===== src/rtl/io_reg_route_pkg.sv =====
// Shared types and widths for the io_reg route mux slice.
package io_reg_route_pkg;

  typedef enum logic [1:0] {
    IDLE,
    HOLD,
    COMMIT
  } state_e;

  localparam int unsigned HOLD_CNT_W   = 8;
  localparam int unsigned SWITCH_CNT_W = 16;
  localparam int unsigned MAX_INPUTS   = 16;

endpackage


===== src/rtl/io_reg_route_sel_fsm.sv =====
// Route-select controller: request handshake, hold/commit sequencing and the sticky error flag.
// Define IO_REG_ROUTE_MUX_CNT_EN to add the saturating committed-switch counter.
module io_reg_route_sel_fsm
  import io_reg_route_pkg::*;
#(
  parameter int unsigned NUM_INPUTS  = 2,
  parameter int unsigned RESET_SEL   = 0,
  parameter int unsigned HOLD_CYCLES = 2,
  parameter int unsigned SEL_W       = 1
) (
  input  logic                    clk_i,
  input  logic                    rst_i,
  input  logic                    sel_valid_i,
  input  logic [SEL_W-1:0]        sel_idx_i,
  input  logic                    err_clr_i,
  output logic                    sel_ready_o,
  output logic [SEL_W-1:0]        sel_cur_o,
  output logic                    switching_o,
`ifdef IO_REG_ROUTE_MUX_CNT_EN
  output logic [SWITCH_CNT_W-1:0] switch_cnt_o,
`endif
  output logic                    sel_err_o
);

  localparam logic [SEL_W-1:0] ResetSel = SEL_W'(RESET_SEL);
  // Counter preload; HOLD is skipped entirely when HOLD_CYCLES is zero.
  localparam logic [HOLD_CNT_W-1:0] HoldInit =
      (HOLD_CYCLES > 0) ? HOLD_CNT_W'(HOLD_CYCLES - 1) : '0;

  state_e                  state_q;
  logic [HOLD_CNT_W-1:0]   hold_cnt_q;
  logic [SEL_W-1:0]        pending_q;
  logic [SEL_W-1:0]        sel_cur_q;
  logic                    sel_err_q;
  logic                    idx_oob;
`ifdef IO_REG_ROUTE_MUX_CNT_EN
  logic [SWITCH_CNT_W-1:0] switch_cnt_q;
`endif

  assign idx_oob = (32'(sel_idx_i) >= NUM_INPUTS);

  always_ff @(posedge clk_i or posedge rst_i) begin
    if (rst_i) begin
      state_q      <= IDLE;
      hold_cnt_q   <= '0;
      pending_q    <= ResetSel;
      sel_cur_q    <= ResetSel;
      sel_err_q    <= 1'b0;
`ifdef IO_REG_ROUTE_MUX_CNT_EN
      switch_cnt_q <= '0;
`endif
    end else begin
      // Set below overrides this clear when both happen on one edge.
      if (err_clr_i) sel_err_q <= 1'b0;
      unique case (state_q)
        IDLE: begin
          if (sel_valid_i) begin
            if (idx_oob) begin
              sel_err_q <= 1'b1;
            end else if (sel_idx_i != sel_cur_q) begin
              pending_q <= sel_idx_i;
              if (HOLD_CYCLES > 0) begin
                hold_cnt_q <= HoldInit;
                state_q    <= HOLD;
              end else begin
                state_q <= COMMIT;
              end
            end
          end
        end
        HOLD: begin
          if (hold_cnt_q == '0) state_q <= COMMIT;
          else hold_cnt_q <= hold_cnt_q - HOLD_CNT_W'(1);
        end
        COMMIT: begin
          sel_cur_q <= pending_q;
          state_q   <= IDLE;
`ifdef IO_REG_ROUTE_MUX_CNT_EN
          if (switch_cnt_q != '1) switch_cnt_q <= switch_cnt_q + SWITCH_CNT_W'(1);
`endif
        end
        default: state_q <= IDLE;
      endcase
    end
  end

  assign sel_ready_o  = (state_q == IDLE);
  assign switching_o  = (state_q != IDLE);
  assign sel_cur_o    = sel_cur_q;
  assign sel_err_o    = sel_err_q;
`ifdef IO_REG_ROUTE_MUX_CNT_EN
  assign switch_cnt_o = switch_cnt_q;
`endif

endmodule


===== src/rtl/io_reg_route_mux.sv =====
// N-input routing mux into a clock-enabled output register, with glitch-free runtime re-routing.
// Define IO_REG_ROUTE_MUX_CNT_EN to expose the switch_cnt port.
module io_reg_route_mux
  import io_reg_route_pkg::*;
#(
  parameter int unsigned WIDTH       = 1,
  parameter int unsigned NUM_INPUTS  = 2,
  parameter int unsigned RESET_SEL   = 0,
  parameter int unsigned HOLD_CYCLES = 2,
  localparam int unsigned SEL_W      = $clog2(NUM_INPUTS)
) (
  input  logic                        QCK,
  input  logic                        QRT,
  input  logic                        QEN,
  input  logic [NUM_INPUTS*WIDTH-1:0] I,
  input  logic                        sel_valid,
  input  logic [SEL_W-1:0]            sel_idx,
  output logic                        sel_ready,
  input  logic                        err_clr,
  output logic [WIDTH-1:0]            O,
  output logic [SEL_W-1:0]            sel_cur,
  output logic                        switching,
`ifdef IO_REG_ROUTE_MUX_CNT_EN
  output logic [SWITCH_CNT_W-1:0]     switch_cnt,
`endif
  output logic                        sel_err
);

  logic [WIDTH-1:0] mux_d;
  logic [WIDTH-1:0] o_q;

  io_reg_route_sel_fsm #(
    .NUM_INPUTS  (NUM_INPUTS),
    .RESET_SEL   (RESET_SEL),
    .HOLD_CYCLES (HOLD_CYCLES),
    .SEL_W       (SEL_W)
  ) u_sel_fsm (
    .clk_i        (QCK),
    .rst_i        (QRT),
    .sel_valid_i  (sel_valid),
    .sel_idx_i    (sel_idx),
    .err_clr_i    (err_clr),
    .sel_ready_o  (sel_ready),
    .sel_cur_o    (sel_cur),
    .switching_o  (switching),
`ifdef IO_REG_ROUTE_MUX_CNT_EN
    .switch_cnt_o (switch_cnt),
`endif
    .sel_err_o    (sel_err)
  );

  always_comb begin
    mux_d = '0;
    for (int k = 0; k < NUM_INPUTS; k++) begin
      if (sel_cur == SEL_W'(k)) mux_d = I[k*WIDTH +: WIDTH];
    end
  end

  // O is frozen for the whole hold/commit window so the route change never glitches it.
  always_ff @(posedge QCK or posedge QRT) begin
    if (QRT) begin
      o_q <= '0;
    end else if (QEN && !switching) begin
      o_q <= mux_d;
    end
  end

  assign O = o_q;

endmodule


===== config.mk =====
export PLATFORM = sky130hd
export DESIGN_NAME = io_reg_route_mux
export DESIGN_NICKNAME = d
export VERILOG_FILES = /design/src/rtl/io_reg_route_pkg.sv /design/src/rtl/io_reg_route_sel_fsm.sv /design/src/rtl/io_reg_route_mux.sv
export SDC_FILE = /design/constraint.sdc
export NUM_CORES = 1
export LEC_CHECK = 0
export ABC_AREA = 1
export CAP_MARGIN = 20
export CORE_MARGIN = 8
export CORE_UTILIZATION = 45
export CTS_CLUSTER_SIZE = 12
export DETAILED_ROUTE_END_ITERATION = 8
export PLACE_DENSITY = 0.69
export SLEW_MARGIN = 20
export SYNTH_ARGS = -nofsm -noshare
export SYNTH_HDL_FRONTEND = slang
export SYNTH_SLANG_ARGS = --single-unit
export TNS_END_PERCENT = 100

===== constraint.sdc =====
create_clock -name QCK -period 2.8 [get_ports QCK]
set_clock_uncertainty 0.05 [all_clocks]
set_input_delay 0.84 -clock QCK [delete_from_list [all_inputs] [get_ports QCK]]
set_output_delay 0.84 -clock QCK [all_outputs]
set_load 0.03 [all_outputs]

After elaboration in Yosys (flattened, before gate mapping)

Cells that the tools add are included.

Bits in registers: 13
Input bits: 8
Output and inout bits: 5

Mux-type cells: 9
Eq/ne operators: 7
Reductions and logical operators: 9
Add/subtract/negate cells: 1

Operators with widths:

| operator            | number |
|---|---|
| $mux 8              | 3 |
| $pmux 8 s2          | 1 |
| $logic_not 8->1     | 1 |
| $sub 8x1->8 const B | 1 |
| $mux 2              | 3 |
| $reduce_and 3->1    | 2 |
| $ne 2x1->1 const B  | 2 |
| $ne 2x2->1 const B  | 2 |
| $pmux 2 s2          | 1 |
| $reduce_and 4->1    | 1 |
| $reduce_bool 2->1   | 2 |
| $eq 2x1->1 const B  | 1 |
| $eq 2x2->1 const B  | 1 |
| $logic_not 2->1     | 1 |
| $logic_and 1x1->1   | 1 |
| $logic_not 1->1     | 1 |
| $mux 1              | 1 |
| $ne 1x1->1          | 1 |

Logic depth before layout (Yosys ltp)

Depth in word-level cells: 4
Mapped depth: 9
Mapped depth without buffers: 9

Modules after synthesis

From an unflattened synthesis, not the netlist that was laid out.

Cells, all modules: 110
Area, all modules: 810.8 um^2

By module, submodules not included:

| module               | area an instance (um^2) | cells each | sequential area each (um^2) | instances |
|---|---|---|---|---|
| io_reg_route_sel_fsm | 744.5                   | 99         | 300.3                       | 1 |
| io_reg_route_mux     | 66.3                    | 11         | 25.0                        | 1 |

Least setup slack after synthesis

Ideal clock, no wire load.

Path type: register -> output
From: reg u_sel_fsm.state_q[0]
To: out switching
Path buffers: 0
Stages on the path, launching flop included: 3
Setup slack: 1.000 ns
Data arrival time: 0.910 ns
Data required time: 1.910 ns
Path through: dfrtp_1 > nor2_2 > inv_2

Cells in the longest elaborated chain, start to end: 1

Ends and longest elaborated chain:

| element                | line                       | RTL |
|---|---|---|
| start, declared        | io_reg_route_sel_fsm.sv:30 | `state_e state_q;` |
| start signal, assigned | io_reg_route_sel_fsm.sv:44 | `state_q <= IDLE;` |
| start signal, assigned | io_reg_route_sel_fsm.sv:64 | `state_q <= HOLD;` |
| start signal, assigned | io_reg_route_sel_fsm.sv:66 | `state_q <= COMMIT;` |
| $reduce_bool 2->1      | io_reg_route_sel_fsm.sv:88 | `assign switching_o = (state_q != IDLE);` |
| end, declared          | io_reg_route_mux.sv:22     | `output logic switching,` |

No other way between the ends.

Worst setup path in the final report

From: reg u_sel_fsm.state_q[0]
To: out sel_ready

Cells in the longest elaborated chain, start to end: 1

Ends and longest elaborated chain:

| element         | line                       | RTL |
|---|---|---|
| $logic_not 2->1 | io_reg_route_sel_fsm.sv:87 | `assign sel_ready_o = (state_q == IDLE);` |
| end, declared   | io_reg_route_mux.sv:18     | `output logic sel_ready,` |

No other way between the ends.

==> results.cfg <==
[timing]
slew_headroom = 0.664
tightestPinTransition_ps = 503
setup_tns_ps = 0
clock.fmax_mhz = 409
fin_crit_ps = 2450
drv_slew = 0
hold_viol = 0
rsz0062_at_grt = no
finalSetupViolations = 0
whs_ps = 458
worst_slack_ps = 353
period_share = 0.874

[yosys]
synth.largest_area_cell = dfrtp_1
ys_types = 24
synthXorXnorAreaFrac = 0.0215
seq_area_frac_synth = 0.399
syn_avg_cell_area_um2 = 7.92
yosys-top-cells-area = dfrtp_1 (40%), nand2_1 (9.2%), nor2_1 (6.0%)
synthMuxAreaShare = 0
syn_inst = 103
synth-simple-area-share = 0.353
netlist_area_um2 = 816
synth_fa_ha_area_frac = 0.0307
yosysTopAreaCellShare = 0.399
synth_compound_area_frac = 0.0890
synth_nets = 113
synth-warning-count = 0
synth_top_family_by_area = simple AND/OR/NAND/NOR gates
ys_seq_elements = 13

[clock_tree]
clk_path_buf_depth = 2
cts_root_buffer = clkbuf_4
path_clk_slew_ps = 80
clock_sinks = 13
clk_latency_ps = 280
cts_resized = 0
postCtsSetupBuffers = 0
hold_buffers = 0
htree_levels = 1
cts_buffers = 3
cts_tree = built

[critical_path]
rrSetupSlack_ps = 1240
worstReg2RegStart = u_sel_fsm.hold_cnt_q[0]
end_kind = output pin
crit_chain = nor2_2, clkdlybuf4s50_1
r2r_cells = 9
crit_family = buffers and inverters
setup.worst_path.class = flop to output pin
cp.arrival_ps = 1560
critPathRequiredTime_ps = 1910
path_buf_inv = 1
crit_fanout = 4
rr_endpoint = u_sel_fsm.hold_cnt_q[3]
crit_path_start_kind = flop
cp_slowest_cell = clkdlybuf4s50_1
max_stage_delay_ps = 700

[global_route]
grt_pass1_vias = 662
grt_pass1_wl_um = 2710
track_usage = 0.103
grt_max_degree = 15
grt-ovfl-total = 0
antenna_found_initial = 0

[cells_and_area]
nNetsFinal = 126
final_cell_mix = nand2_1 (20), dfrtp_1 (13), nor2_1 (13)
n_antenna_cell = 0
final_cells = 140
drive_gt1_frac = 0.209
final_common_cell = nand2_1
syn_to_final_growth_pct = 16.0

[drt]
routed_wirelength_um = 1470
ant_nets = 0
drt-initial-drc-count = 20
wl_per_cell_um = 10.5
drtPass1Iterations = 4
num_vias = 663
drc = 0
routed_via_density = 4.74

[pwr]
power_frac_comb = 0.613
p_leak_uw = 0.000454
p_clk_frac = 0.097
p_seq_frac = 0.290
p_int_uw = 593
powerDensity_mw_per_mm2 = 1260
switching_share = 0.502
p_sw_uw = 598
peakVddDrop_v = 0.000543

[die]
core_mm2 = 0.00171
rows = 15
die_w_um = 58.6
initial_core_util = 0.478
pin_count = 13
die-area_mm2 = 0.00343
die_h_um = 58.6

[hold_path]
whs_endpoint = u_sel_fsm.hold_cnt_q[0]
whs_path_depth = 2
min_path_type = flop to flop
min_from = u_sel_fsm.hold_cnt_q[0]

[run]
drv_cap = 0

[place]
place_inst = 136
post-dp-hpwl_um = 1160
port-buffer-count = 10
routabilityCongestion = 0.821
place_ws_ps = 602

[outcome]
outcome = completed
-- power by group through the flow --
stage / Sequential (µW) / Combinational, µW / Clock (µW)
floorplan: 360 / 607 / 0
global placement: 348 / 721 / 0
detailed placement: 349 / 741 / 0
CTS: 345 / 743 / 121
global route: 358 / 828 / 129
finish: 345 / 730 / 116
-- cells in the mapped netlist --
| cell | count |
|---|---|
| nor2_2 | 5 |
| o21ai_0 | 1 |
| nand2_2 | 5 |
| nand3_1 | 7 |
| nand4_1 | 3 |
| o31ai_1 | 1 |
| ha_1 | 2 |
| o21ai_2 | 5 |
| nand2_1 | 20 |
| nor2_8 | 1 |
| o21ai_1 | 2 |
| nor2_1 | 13 |
| buf_12 | 1 |
| buf_4 | 1 |
| dfrtp_1 | 13 |
| or2_2 | 1 |
| a31oi_1 | 1 |
| conb_1 | 1 |
| inv_2 | 3 |
| nand2_4 | 1 |
| xor2_1 | 1 |
| nor3_1 | 2 |
| inv_1 | 12 |
| xnor2_1 | 1 |
-- flip-flops by register name, summed over array words and instances (netlist names) --
| register | flops |
|---|---|
| u_sel_fsm.hold_cnt_q | 8 |
| u_sel_fsm.state_q | 2 |
| O | 1 |
| u_sel_fsm.pending_q | 1 |
| u_sel_fsm.sel_cur_o | 1 |
-- cell type report --
class                      instances  area, µm²
fill                             173        762
multi-input combinational         73        407
sequential                        13        325
timing repair buffer              10        100
inverter                          15       56.3
tap                               25       31.3
clock buffer                       4       26.3
-- stage by stage --
| stage | total power (µW) | util | area, µm² |
|---|---|---|---|
| floorplan | 967 | - | 816 |
| CTS | 1210 | 0.554 | 946 |
| detailed placement | 1090 | 0.538 | 920 |
| finish | 1190 | 0.554 | 946 |
| global placement | 1070 | 0.538 | 920 |
| global route | 1320 | 0.554 | 946 |
-- cell families (layout without fill, tap and decap cells) --
logic type,Yosys count,after routing
AO/OA/AOI/OAI,10,10
XOR/XNOR,2,2
adder cells (fa/ha/maj),2,2
buffers and inverters,17,29
flip-flops,13,13
other,1,1
AND/OR/NAND/NOR,58,58
-- per-layer routing --
metal / track usage / vias up / wire length, µm
li1: - / 344 / -
met1: 0.121 / 300 / 684
met2: 0.167 / 14 / 669
met3: 0.0261 / 5 / 86
met4: 0.0614 / 0 / 34
met5: 0 / - / 0
-- worst max path at each step --
stage	startpoint	endpoint	slack, ps	cells after the start
detailed placement	sel_idx	u_sel_fsm.hold_cnt_q[3]	600	8
floorplan	u_sel_fsm.state_q[0]	switching	1000	2
CTS	u_sel_fsm.state_q[0]	sel_ready	340	2
global route	u_sel_fsm.state_q[0]	sel_ready	290	2
finish	u_sel_fsm.state_q[0]	sel_ready	350	2
global placement	sel_idx	u_sel_fsm.hold_cnt_q[4]	620	8
-- tightest hold or removal path: stages, from the launching register on --
cell and delay, ps:
dfrtp_1 360, nand2_1 70, o21ai_2 50
(Power assumes the default switching activity.)
